--- src/rtl/eth_frame_port_if.sv ---
// Bus bundle for eth_frame_port: MAC RX, client read, client write, MAC TX.
// Every valid/ready pair transfers on a clock edge where both are high; RX has no backpressure.
interface eth_frame_port_if;
  logic [7:0] i_rx_data;
  logic       i_rx_valid;
  logic       i_rx_last;
  logic       i_rx_err;
  logic       o_rx_drop;
  logic [7:0] o_rdata;
  logic       o_rready;
  logic       i_rreq;
  logic [7:0] i_wdata;
  logic       i_wvalid;
  logic       o_wready;
  logic [7:0] o_tx_data;
  logic       o_tx_valid;
  logic       o_tx_last;
  logic       i_tx_ready;
  logic [1:0] o_tx_state;

  modport slave (
    input  i_rx_data, i_rx_valid, i_rx_last, i_rx_err, i_rreq,
    input  i_wdata, i_wvalid, i_tx_ready,
    output o_rx_drop, o_rdata, o_rready, o_wready,
    output o_tx_data, o_tx_valid, o_tx_last, o_tx_state
  );

  modport master (
    output i_rx_data, i_rx_valid, i_rx_last, i_rx_err, i_rreq,
    output i_wdata, i_wvalid, i_tx_ready,
    input  o_rx_drop, o_rdata, o_rready, o_wready,
    input  o_tx_data, o_tx_valid, o_tx_last, o_tx_state
  );
endinterface

--- src/rtl/eth_frame_port.sv ---
// Ethernet frame buffer: RX commits only complete error-free frames for client reads;
// TX gathers client bytes, closes the frame after an idle gap and streams it to the MAC.
module eth_frame_port #(
  parameter int AW  = 6,
  parameter int GAP = 4
) (
  input logic             i_clk,
  input logic             i_rst,
  eth_frame_port_if.slave bus
);
  localparam logic [AW:0] DEPTH = {1'b1, {AW{1'b0}}};
  localparam logic [AW:0] ONE   = {{AW{1'b0}}, 1'b1};
  localparam logic [3:0]  GAP_C = 4'(GAP);

  typedef enum logic [1:0] {T_IDLE = 2'd0, T_FILL = 2'd1, T_SEND = 2'd2} tx_state_t;

  // ---------------- RX path ----------------
  logic [7:0]  r_rx_mem [2**AW];
  logic [AW:0] r_rx_wr, r_rx_commit, r_rd_ptr;
  logic        r_drop, r_rx_drop;
  logic [7:0]  r_rdata;
  logic        w_rx_full, w_rx_we, w_rx_bad, w_rready;

  assign w_rx_full = (r_rx_wr - r_rd_ptr) == DEPTH;
  assign w_rx_we   = bus.i_rx_valid && !w_rx_full && !r_drop;
  // A last byte that cannot be stored also spoils the frame.
  assign w_rx_bad  = bus.i_rx_err || r_drop || w_rx_full;
  assign w_rready  = r_rd_ptr != r_rx_commit;

  always_ff @(posedge i_clk) begin
    if (w_rx_we) r_rx_mem[r_rx_wr[AW-1:0]] <= bus.i_rx_data;
  end

  always_ff @(posedge i_clk) begin
    if (i_rst) begin
      r_rx_wr     <= '0;
      r_rx_commit <= '0;
      r_rd_ptr    <= '0;
      r_drop      <= 1'b0;
      r_rx_drop   <= 1'b0;
      r_rdata     <= 8'h00;
    end else begin
      r_rx_drop <= 1'b0;
      if (bus.i_rx_valid) begin
        if (bus.i_rx_last) begin
          if (w_rx_bad) begin
            r_rx_wr   <= r_rx_commit;
            r_drop    <= 1'b0;
            r_rx_drop <= 1'b1;
          end else begin
            r_rx_wr     <= r_rx_wr + ONE;
            r_rx_commit <= r_rx_wr + ONE;
          end
        end else if (w_rx_full) begin
          r_drop <= 1'b1;
        end else if (!r_drop) begin
          r_rx_wr <= r_rx_wr + ONE;
        end
      end
      if (bus.i_rreq && w_rready) begin
        r_rdata  <= r_rx_mem[r_rd_ptr[AW-1:0]];
        r_rd_ptr <= r_rd_ptr + ONE;
      end
    end
  end

  assign bus.o_rx_drop = r_rx_drop;
  assign bus.o_rdata   = r_rdata;
  assign bus.o_rready  = w_rready;

  // ---------------- TX path ----------------
  logic [7:0]  r_tx_mem [2**AW];
  logic [AW:0] r_tx_wr, r_tx_rd;
  logic [3:0]  r_gap;
  tx_state_t   r_tx_state;

  tx_state_t   w_tx_state_nxt;
  logic [AW:0] w_tx_cnt, w_tx_cnt_nxt;
  logic [3:0]  w_gap_nxt;
  logic        w_tx_full, w_tx_acc, w_tx_adv, w_wready, w_tx_valid, w_tx_last;

  assign w_tx_cnt     = r_tx_wr - r_tx_rd;
  assign w_tx_full    = w_tx_cnt == DEPTH;
  assign w_tx_cnt_nxt = w_tx_cnt + {{AW{1'b0}}, w_tx_acc};

  always_comb begin
    w_tx_state_nxt = r_tx_state;
    w_gap_nxt      = r_gap;
    w_tx_acc       = 1'b0;
    w_tx_adv       = 1'b0;
    w_wready       = 1'b0;
    w_tx_valid     = 1'b0;
    w_tx_last      = 1'b0;
    case (r_tx_state)
      T_IDLE: begin
        w_wready = 1'b1;
        if (bus.i_wvalid) begin
          w_tx_acc       = 1'b1;
          w_gap_nxt      = 4'd0;
          w_tx_state_nxt = T_FILL;
        end
      end
      T_FILL: begin
        w_wready = !w_tx_full;
        if (bus.i_wvalid && !w_tx_full) begin
          w_tx_acc  = 1'b1;
          w_gap_nxt = 4'd0;
        end else if (r_gap != 4'hF) begin
          w_gap_nxt = r_gap + 4'd1;
        end
        if (w_gap_nxt == GAP_C || w_tx_cnt_nxt == DEPTH) w_tx_state_nxt = T_SEND;
      end
      T_SEND: begin
        w_tx_valid = 1'b1;
        w_tx_last  = w_tx_cnt == ONE;
        if (bus.i_tx_ready) begin
          w_tx_adv = 1'b1;
          if (w_tx_last) w_tx_state_nxt = T_IDLE;
        end
      end
      default: w_tx_state_nxt = T_IDLE;
    endcase
  end

  always_ff @(posedge i_clk) begin
    if (w_tx_acc) r_tx_mem[r_tx_wr[AW-1:0]] <= bus.i_wdata;
  end

  always_ff @(posedge i_clk) begin
    if (i_rst) begin
      r_tx_state <= T_IDLE;
      r_tx_wr    <= '0;
      r_tx_rd    <= '0;
      r_gap      <= 4'd0;
    end else begin
      r_tx_state <= w_tx_state_nxt;
      r_gap      <= w_gap_nxt;
      if (w_tx_acc) r_tx_wr <= r_tx_wr + ONE;
      if (w_tx_adv) r_tx_rd <= r_tx_rd + ONE;
    end
  end

  assign bus.o_wready   = w_wready;
  assign bus.o_tx_valid = w_tx_valid;
  assign bus.o_tx_last  = w_tx_last;
  assign bus.o_tx_data  = w_tx_valid ? r_tx_mem[r_tx_rd[AW-1:0]] : 8'h00;
  assign bus.o_tx_state = r_tx_state;
endmodule

--- src/flat_wrapper.sv ---
// flat-port wrapper written by rule: the top's interface ports become plain ports
module eth_frame_port_flat 
#(
  parameter int AW  = 6,
  parameter int GAP = 4
)
  (i_clk, i_rst, bus_i_rx_data, bus_i_rx_valid, bus_i_rx_last, bus_i_rx_err, bus_i_rreq, bus_i_wdata, bus_i_wvalid, bus_i_tx_ready, bus_o_rx_drop, bus_o_rdata, bus_o_rready, bus_o_wready, bus_o_tx_data, bus_o_tx_valid, bus_o_tx_last, bus_o_tx_state);
  eth_frame_port_if bus_i ();
  input logic i_clk;
  input logic i_rst;
  input wire logic [$bits(bus_i.i_rx_data)-1:0] bus_i_rx_data;
  input wire logic [$bits(bus_i.i_rx_valid)-1:0] bus_i_rx_valid;
  input wire logic [$bits(bus_i.i_rx_last)-1:0] bus_i_rx_last;
  input wire logic [$bits(bus_i.i_rx_err)-1:0] bus_i_rx_err;
  input wire logic [$bits(bus_i.i_rreq)-1:0] bus_i_rreq;
  input wire logic [$bits(bus_i.i_wdata)-1:0] bus_i_wdata;
  input wire logic [$bits(bus_i.i_wvalid)-1:0] bus_i_wvalid;
  input wire logic [$bits(bus_i.i_tx_ready)-1:0] bus_i_tx_ready;
  output wire logic [$bits(bus_i.o_rx_drop)-1:0] bus_o_rx_drop;
  output wire logic [$bits(bus_i.o_rdata)-1:0] bus_o_rdata;
  output wire logic [$bits(bus_i.o_rready)-1:0] bus_o_rready;
  output wire logic [$bits(bus_i.o_wready)-1:0] bus_o_wready;
  output wire logic [$bits(bus_i.o_tx_data)-1:0] bus_o_tx_data;
  output wire logic [$bits(bus_i.o_tx_valid)-1:0] bus_o_tx_valid;
  output wire logic [$bits(bus_i.o_tx_last)-1:0] bus_o_tx_last;
  output wire logic [$bits(bus_i.o_tx_state)-1:0] bus_o_tx_state;
  assign bus_i.i_rx_data = bus_i_rx_data;
  assign bus_i.i_rx_valid = bus_i_rx_valid;
  assign bus_i.i_rx_last = bus_i_rx_last;
  assign bus_i.i_rx_err = bus_i_rx_err;
  assign bus_i.i_rreq = bus_i_rreq;
  assign bus_i.i_wdata = bus_i_wdata;
  assign bus_i.i_wvalid = bus_i_wvalid;
  assign bus_i.i_tx_ready = bus_i_tx_ready;
  assign bus_o_rx_drop = bus_i.o_rx_drop;
  assign bus_o_rdata = bus_i.o_rdata;
  assign bus_o_rready = bus_i.o_rready;
  assign bus_o_wready = bus_i.o_wready;
  assign bus_o_tx_data = bus_i.o_tx_data;
  assign bus_o_tx_valid = bus_i.o_tx_valid;
  assign bus_o_tx_last = bus_i.o_tx_last;
  assign bus_o_tx_state = bus_i.o_tx_state;
  eth_frame_port #(.AW(AW), .GAP(GAP)) u_core (.i_clk(i_clk), .i_rst(i_rst), .bus(bus_i));
endmodule
--- config.mk ---
export PLATFORM = sky130hd
export DESIGN_NAME = eth_frame_port_flat
export DESIGN_NICKNAME = d
export VERILOG_FILES = /design/src/rtl/eth_frame_port_if.sv /design/src/rtl/eth_frame_port.sv /design/src/flat_wrapper.sv
export SDC_FILE = /design/constraint.sdc
export NUM_CORES = 1
export LEC_CHECK = 0
export CAP_MARGIN = 25
export CORE_ASPECT_RATIO = 1.1
export CORE_MARGIN = 1
export CORE_UTILIZATION = 30
export CTS_CLUSTER_SIZE = 25
export DETAILED_ROUTE_END_ITERATION = 8
export SYNTH_ARGS = -nofsm -noshare
export SYNTH_HDL_FRONTEND = slang
export SYNTH_SLANG_ARGS = --single-unit
export TNS_END_PERCENT = 5
--- constraint.sdc ---
create_clock -name i_clk -period 6.9 [get_ports i_clk]
set_clock_uncertainty 0.2 [all_clocks]
set_input_delay 2.07 -clock i_clk [delete_from_list [all_inputs] [get_ports i_clk]]
set_output_delay 2.07 -clock i_clk [all_outputs]
set_load 0.03 [all_outputs]
# --- Yosys cells after proc, flatten, opt, wreduce, memory -nomap -nowiden ---
# Memories as Yosys holds them, arrays and structs flattened. A register that Yosys moved wholly into a read port is not among the register bits.
# Index checks and enable logic that the tools add are counted.
totals:
  ff_bits: 43
  wordCells: 89
  in_bits: 24
  mem_count: 2
  mem_bits_rw: 1024
  out_inout_bits: 23
classes:
  n_eq_ne: 16
  n_addsub: 8
  bitwise_logic: 2
  reduce_logical: 19
  mux: 33
memory_table:
  columns: ["memory", "depth", "word_bits", "rd", "rd_ports_with_merged_regs", "wr", "line", "rtl"]
  rows:
  - ["u_core.r_rx_mem", 64, 8, 1, 1, 1, "eth_frame_port.sv:18", "logic [7:0] r_rx_mem [2**AW];"]
  - ["u_core.r_tx_mem", 64, 8, 1, 1, 1, "eth_frame_port.sv:72", "logic [7:0] r_tx_mem [2**AW];"]
ops:
  columns: ["op", "count"]
  rows:
  - ["adder 7 x 1 -> 7 bit, second input constant", 4]
  - ["two-way mux 7 bit", 4]
  - ["== test 7 bit, second input constant", 3]
  - ["two-way mux 4 bit", 4]
  - ["two-way mux 1 bit", 14]
  - ["subtractor 7 bit", 2]
  - ["two-way mux 6 bit", 2]
  - ["two-way mux 2 bit", 4]
  - ["two-way mux 8 bit", 1]
  - ["!= test 2 bit, second input constant", 4]
  - ["one-hot mux 4 bit (2 select lines)", 1]
  - ["adder 7 x 1 -> 7 bit", 1]
  - ["== test 7 x 1 -> 1 bit, second input constant", 1]
  - ["!= test 7 bit", 1]
  - ["!= test 2 x 1 -> 1 bit, second input constant", 3]
  - ["one-hot mux 2 bit (3 select lines)", 1]
  - ["AND reduction 3 bit", 2]
  - ["adder 4 x 1 -> 4 bit, second input constant", 1]
  - ["== test 4 x 3 -> 1 bit, second input constant", 1]
  - ["logical AND 1 bit", 4]
  - ["!= test 4 bit, second input constant", 1]
  - ["one-hot mux 1 bit (2 select lines)", 2]
  - ["AND reduction 2 bit", 2]
  - ["AND reduction 4 bit", 1]
  - ["8 further kinds", 14]

# --- Logic depth before layout (Yosys ltp) ---
# Gate-level depths: netlist of the first run.
logic_depth:
  depth_word: 11
  mapped_depth: 18

# --- Least setup slack after synthesis of the first run ---
# No wires, ideal clock.
synth_path:
  path_kind: "register -> output"
  from: "reg u_core.r_tx_wr[0]"
  to: "out bus_o_wready"
  path_stages_with_launch: 13
  arrival_time_ns: 2.689
  n_path_buf: 1
  setup_slack_ns: 1.941
  cell_sequence: "dfxtp_1 -> inv_1 -> ha_1 -> inv_1 -> fa_1 -> and2_4 -> o21ai_2 -> mux2i_1 -> a31oi_2 -> a2111oi_4 -> a31o_4 -> buf_4 -> inv_2"
synth_between:
  elab_chain_cells: 4
synth_lines:
  columns: ["element", "line", "rtl"]
  rows:
  - ["from (decl)", "eth_frame_port.sv:73", "logic [AW:0] r_tx_wr, r_tx_rd;"]
  - ["from (signal assigned)", "eth_frame_port.sv:138", "if (w_tx_acc) r_tx_wr <= r_tx_wr + ONE;"]
  - ["subtractor 7 bit", "eth_frame_port.sv:82", "assign w_tx_cnt = r_tx_wr - r_tx_rd;"]
  - ["== test 7 bit", "eth_frame_port.sv:83", "assign w_tx_full = w_tx_cnt == DEPTH;"]
  - ["logical NOT 1 bit", "eth_frame_port.sv:104", "w_wready = !w_tx_full;"]
  - ["one-hot mux 1 bit (2 select lines)", "eth_frame_port.sv:94", "case (r_tx_state)"]
  - ["to (decl)", "flat_wrapper.sv:22", "output wire logic [$bits(bus_i.o_wready)-1:0] bus_o_wready;"]
# No other way between the ends.

# --- Final worst setup path of the first run ---
layout_path:
  from: "reg u_core.r_tx_wr[0]"
  to: "out bus_o_tx_last"
layout_between:
  elab_chain_cells: 3
layout_lines:
  columns: ["element", "line", "rtl"]
  rows:
  - ["subtractor 7 bit", "eth_frame_port.sv:82", null]
  - ["== test 7 x 1 -> 1 bit", "eth_frame_port.sv:115", "w_tx_last = w_tx_cnt == ONE;"]
  - ["two-way mux 1 bit", "eth_frame_port.sv:94", null]
  - ["to (decl)", "flat_wrapper.sv:25", "output wire logic [$bits(bus_i.o_tx_last)-1:0] bus_o_tx_last;"]
# No other way between the ends.

==> impl_results.md, run 1 <==
- Top FF cell, synth: edfxtp_1
- Largest area contributor in the netlist: edfxtp_1
- Worst setup SP type: flip-flop
- PwrDens: 290 nW/um^2
- Max Root-Sink Buffers: 3
- CP Class: flip-flop to output port
- DIE AREA: 144000 um^2
- Max-slew violation count: 0
- Met3 wire length: 5.27 mm
- Total CTS buffers: 104
- Critical Path AT: 4450 ps
- Dpl ws: 968 ps
- Final hold vios: 0
- P_leak: 14.6 nW
- # IOs: 47
- Clock Tree Root: clkbuf_16
- Relative slew slack: 31.3%
- Initial core utilization: 30.3%
- Setup crit end kind: output port
- Global-route usage over all layers: 13.3%
- Yosys warns: 0
- H-Tree Depth: 3
- Synth area leaders: edfxtp_1 72%, mux4_2 15%, dfxtp_1 2.7%
- Vias in the first global route: 21819
- Syn_area_per_cell: 20.2 um^2
- Global-route wire length before repair: 143 mm
- TritonRoute pass-1 iters: 6
- TritonCTS clock tree: yes
- PortBufs: 46
- Mapped Nets: 2160
- N_diodes: 0
- Most frequent cell after synthesis: edfxtp_1
- Fin nets: 2242
- Layout area overhead: 14.7%
- Initial antenna violation count: 2
- Post-synth cell types: 69
- Async SR Flop Fraction: 0%
- Synth cell count leaders: 1024 x edfxtp_1, 288 x mux4_2, 178 x nor2_1
- Top-area cell type share of the netlist area: 72.1%
- Clk_lat worst skew: 690 ps
- Critical Path RT: 4630 ps
- Routed len/inst: 23.3 um
- Synth Register Bits: 1081
- Placed cell areas: 45300 um^2
- M1 wire length: 39.0 mm
- Overflow left after global routing: 0
- Finished Cell Area: 48900 um^2
- Final core utilization: 34.8%
- WL met2: 48.5 mm
- Die Height: 397 um
- Max cap viols: 0
- Hold-fix buffers at CTS: 0
- Clock slew seen by the registers of the worst setup and hold paths: 60 ps
- Via density: 5.06
- Standard-cell rows: 144
- Clk sinks: 1081
- Worst-path maximum fanout: 7
- Worst-margin pin slew: 1030 ps
- Post-CTS setup buffers: 0
- RSZ-0062 raised after global routing: false
- Cts repair resizes: 0
- Status: completed
- Highest clock rate: 149 MHz
- Routability Congestion: 0.813
- Final period util: 97.4%
- Final setup viols: 0
- Residual DRC count: 0
- Via count: 20786
- Post-synth EDFFs: 1024
- Worst hold path type: flip-flop to flip-flop
- Register area share after synthesis: 74.8%
- Pin count of the biggest net entering global routing: 80
- Iteration-0 DRC Markers: 2208
- Worst VDD drop: 332 uV
- Die extent in x: 362 um
- Final ANT Viol Nets: 0
- Syn Inst Count: 2116
- Max layer used: met5
- Core ar.: 141000 um^2
- Mapped cell area: 42600 um^2
- Post-DP HPWL: 58.4 mm
- Ratio of cells with drive above 1 in the final layout: 23.9%
- Routed WL: 95.6 mm
- R2r setup slk: 2090 ps
- Final WS setup: 180 ps
- Final setup TNS: 0 ps
- Min Tclk post-route: 6720 ps
[stage by stage]
step | hold WS, ps | total power (W) | std cells
global placement | 280 | 0.00834 | 3912
floorplan | 258 | 0.00801 | 2116
detailed placement | 280 | 0.00837 | 3915
finish | 292 | 0.0142 | 4111
CTS | 291 | 0.0143 | 4109
global route | 318 | 0.0146 | 4111
[per-layer routing]
metal / global-route usage [%] / vias to the layer above
met1: 17.3 / 10980
met2: 22.5 / 709
li1: - / 8934
met4: 4.57 / 2
met3: 2.23 / 161
met5: 0 / -
[critical path: stages, from the launching register on]
cell	delay, ps
dfxtp_1	390
inv_1	200
ha_1	210
inv_1	70
fa_1	420
and2_4	170
o21ai_2	190
mux2i_1	270
a31oi_2	80
a2111oi_4	550
and3_1	440
clkdlybuf4s50_1	760
[final cells by class]
type	instances	area, um^2
Inverter	29	109
Multi-Input combinational cell	891	10200
Sequential cell	1081	31900
Timing Repair Buffer	91	833
Clock buffer	129	2770
Clock inverter	65	841
Fill cell	12966	91600
Tap cell	1825	2280
[sequential cells by signal (all words and copies together), names as in the netlist, 2 cells and up, named ones only]
signal and cells:
u_core.r_rx_mem 512, u_core.r_rx_commit 7, u_core.r_rd_ptr 7, u_core.r_tx_wr 7
u_core.bus.o_rdata 8, u_core.r_gap 4, u_core.r_rx_wr 7, u_core.r_tx_mem 512
u_core.r_tx_rd 7, u_core.bus.o_tx_state 2
[logic make-up (layout without fill, tap and decap cells)]
kind of cell | after synthesis | in the layout | share of synthesized area (%)
compound gates | 191 | 191 | 3.21
flops | 1081 | 1081 | 74.8
simple gates | 338 | 338 | 3.64
fa+ha+maj | 20 | 20 | 0.604
buf+inv | 144 | 314 | 1.40
xor+xnor | 33 | 33 | 0.678
mux | 309 | 309 | 15.7
[final timing paths]
path,startpoint,to,cells past startpoint
setup / recovery,u_core.r_tx_wr[0]$_SDFFE_PP0N_,bus_o_tx_last,11
hold / removal,u_core.r_tx_wr[6]$_SDFFE_PP0N_,u_core.r_tx_wr[6]$_SDFFE_PP0N_,2
setup reg to reg,u_core.r_tx_wr[0]$_SDFFE_PP0N_,u_core.bus.o_tx_state[1]$_SDFFE_PP0P_,18
hold reg to reg,u_core.r_tx_wr[6]$_SDFFE_PP0N_,u_core.r_tx_wr[6]$_SDFFE_PP0N_,2
[layout by cell type (no fill, tap or decap), types with 5 or more instances in the layout]
master and count:
a211oi_1 6, a21oi_1 45, a221oi_1 17, a22o_1 17
a22oi_1 33, a31oi_1 7, buf_12 8, buf_2 17
buf_4 36, bufinv_16 18, clkbuf_1 20, clkbuf_16 106
clkdlybuf4s50_1 29, clkinv_1 13, clkinv_2 20, clkinvlp_4 6
dfxtp_1 52, edfxtp_1 1024, ha_1 19, inv_1 28
mux2i_1 21, mux4_2 288, nand2_1 33, nand2b_1 7
nand3_1 38, nand3b_1 6, nand4_1 5, nor2_1 175
nor2_2 9, nor3_1 26, o21ai_0 13, o22ai_1 18
or3_1 7, xnor2_1 20, xor2_1 13
[power by group]
group	switching [W]	internal [W]
Combinational	0.000535	0.000406
Sequential	0.0000573	0.00721
Clock	0.00246	0.00354
Total	0.00305	0.0112
(Power assumes the default switching activity.)
==> run 2: changes to the inputs <==
--- a/config.mk
+++ b/config.mk
@@ -14,4 +14,4 @@
 export SYNTH_ARGS = -nofsm -noshare
 export SYNTH_HDL_FRONTEND = slang
 export SYNTH_SLANG_ARGS = --single-unit
-export TNS_END_PERCENT = 5
+export TNS_END_PERCENT = 30
==> results of run 2 <==
The final DEF is identical to that of run 1; final timing and power are the same.
==> run 3: changes to the inputs <==
--- a/config.mk
+++ b/config.mk
@@ -11,6 +11,7 @@
 export CORE_UTILIZATION = 30
 export CTS_CLUSTER_SIZE = 25
 export DETAILED_ROUTE_END_ITERATION = 8
+export HOLD_SLACK_MARGIN = 0.15
 export SYNTH_ARGS = -nofsm -noshare
 export SYNTH_HDL_FRONTEND = slang
 export SYNTH_SLANG_ARGS = --single-unit
==> results of run 3 <==
The final DEF is identical to that of run 1; final timing and power are the same.
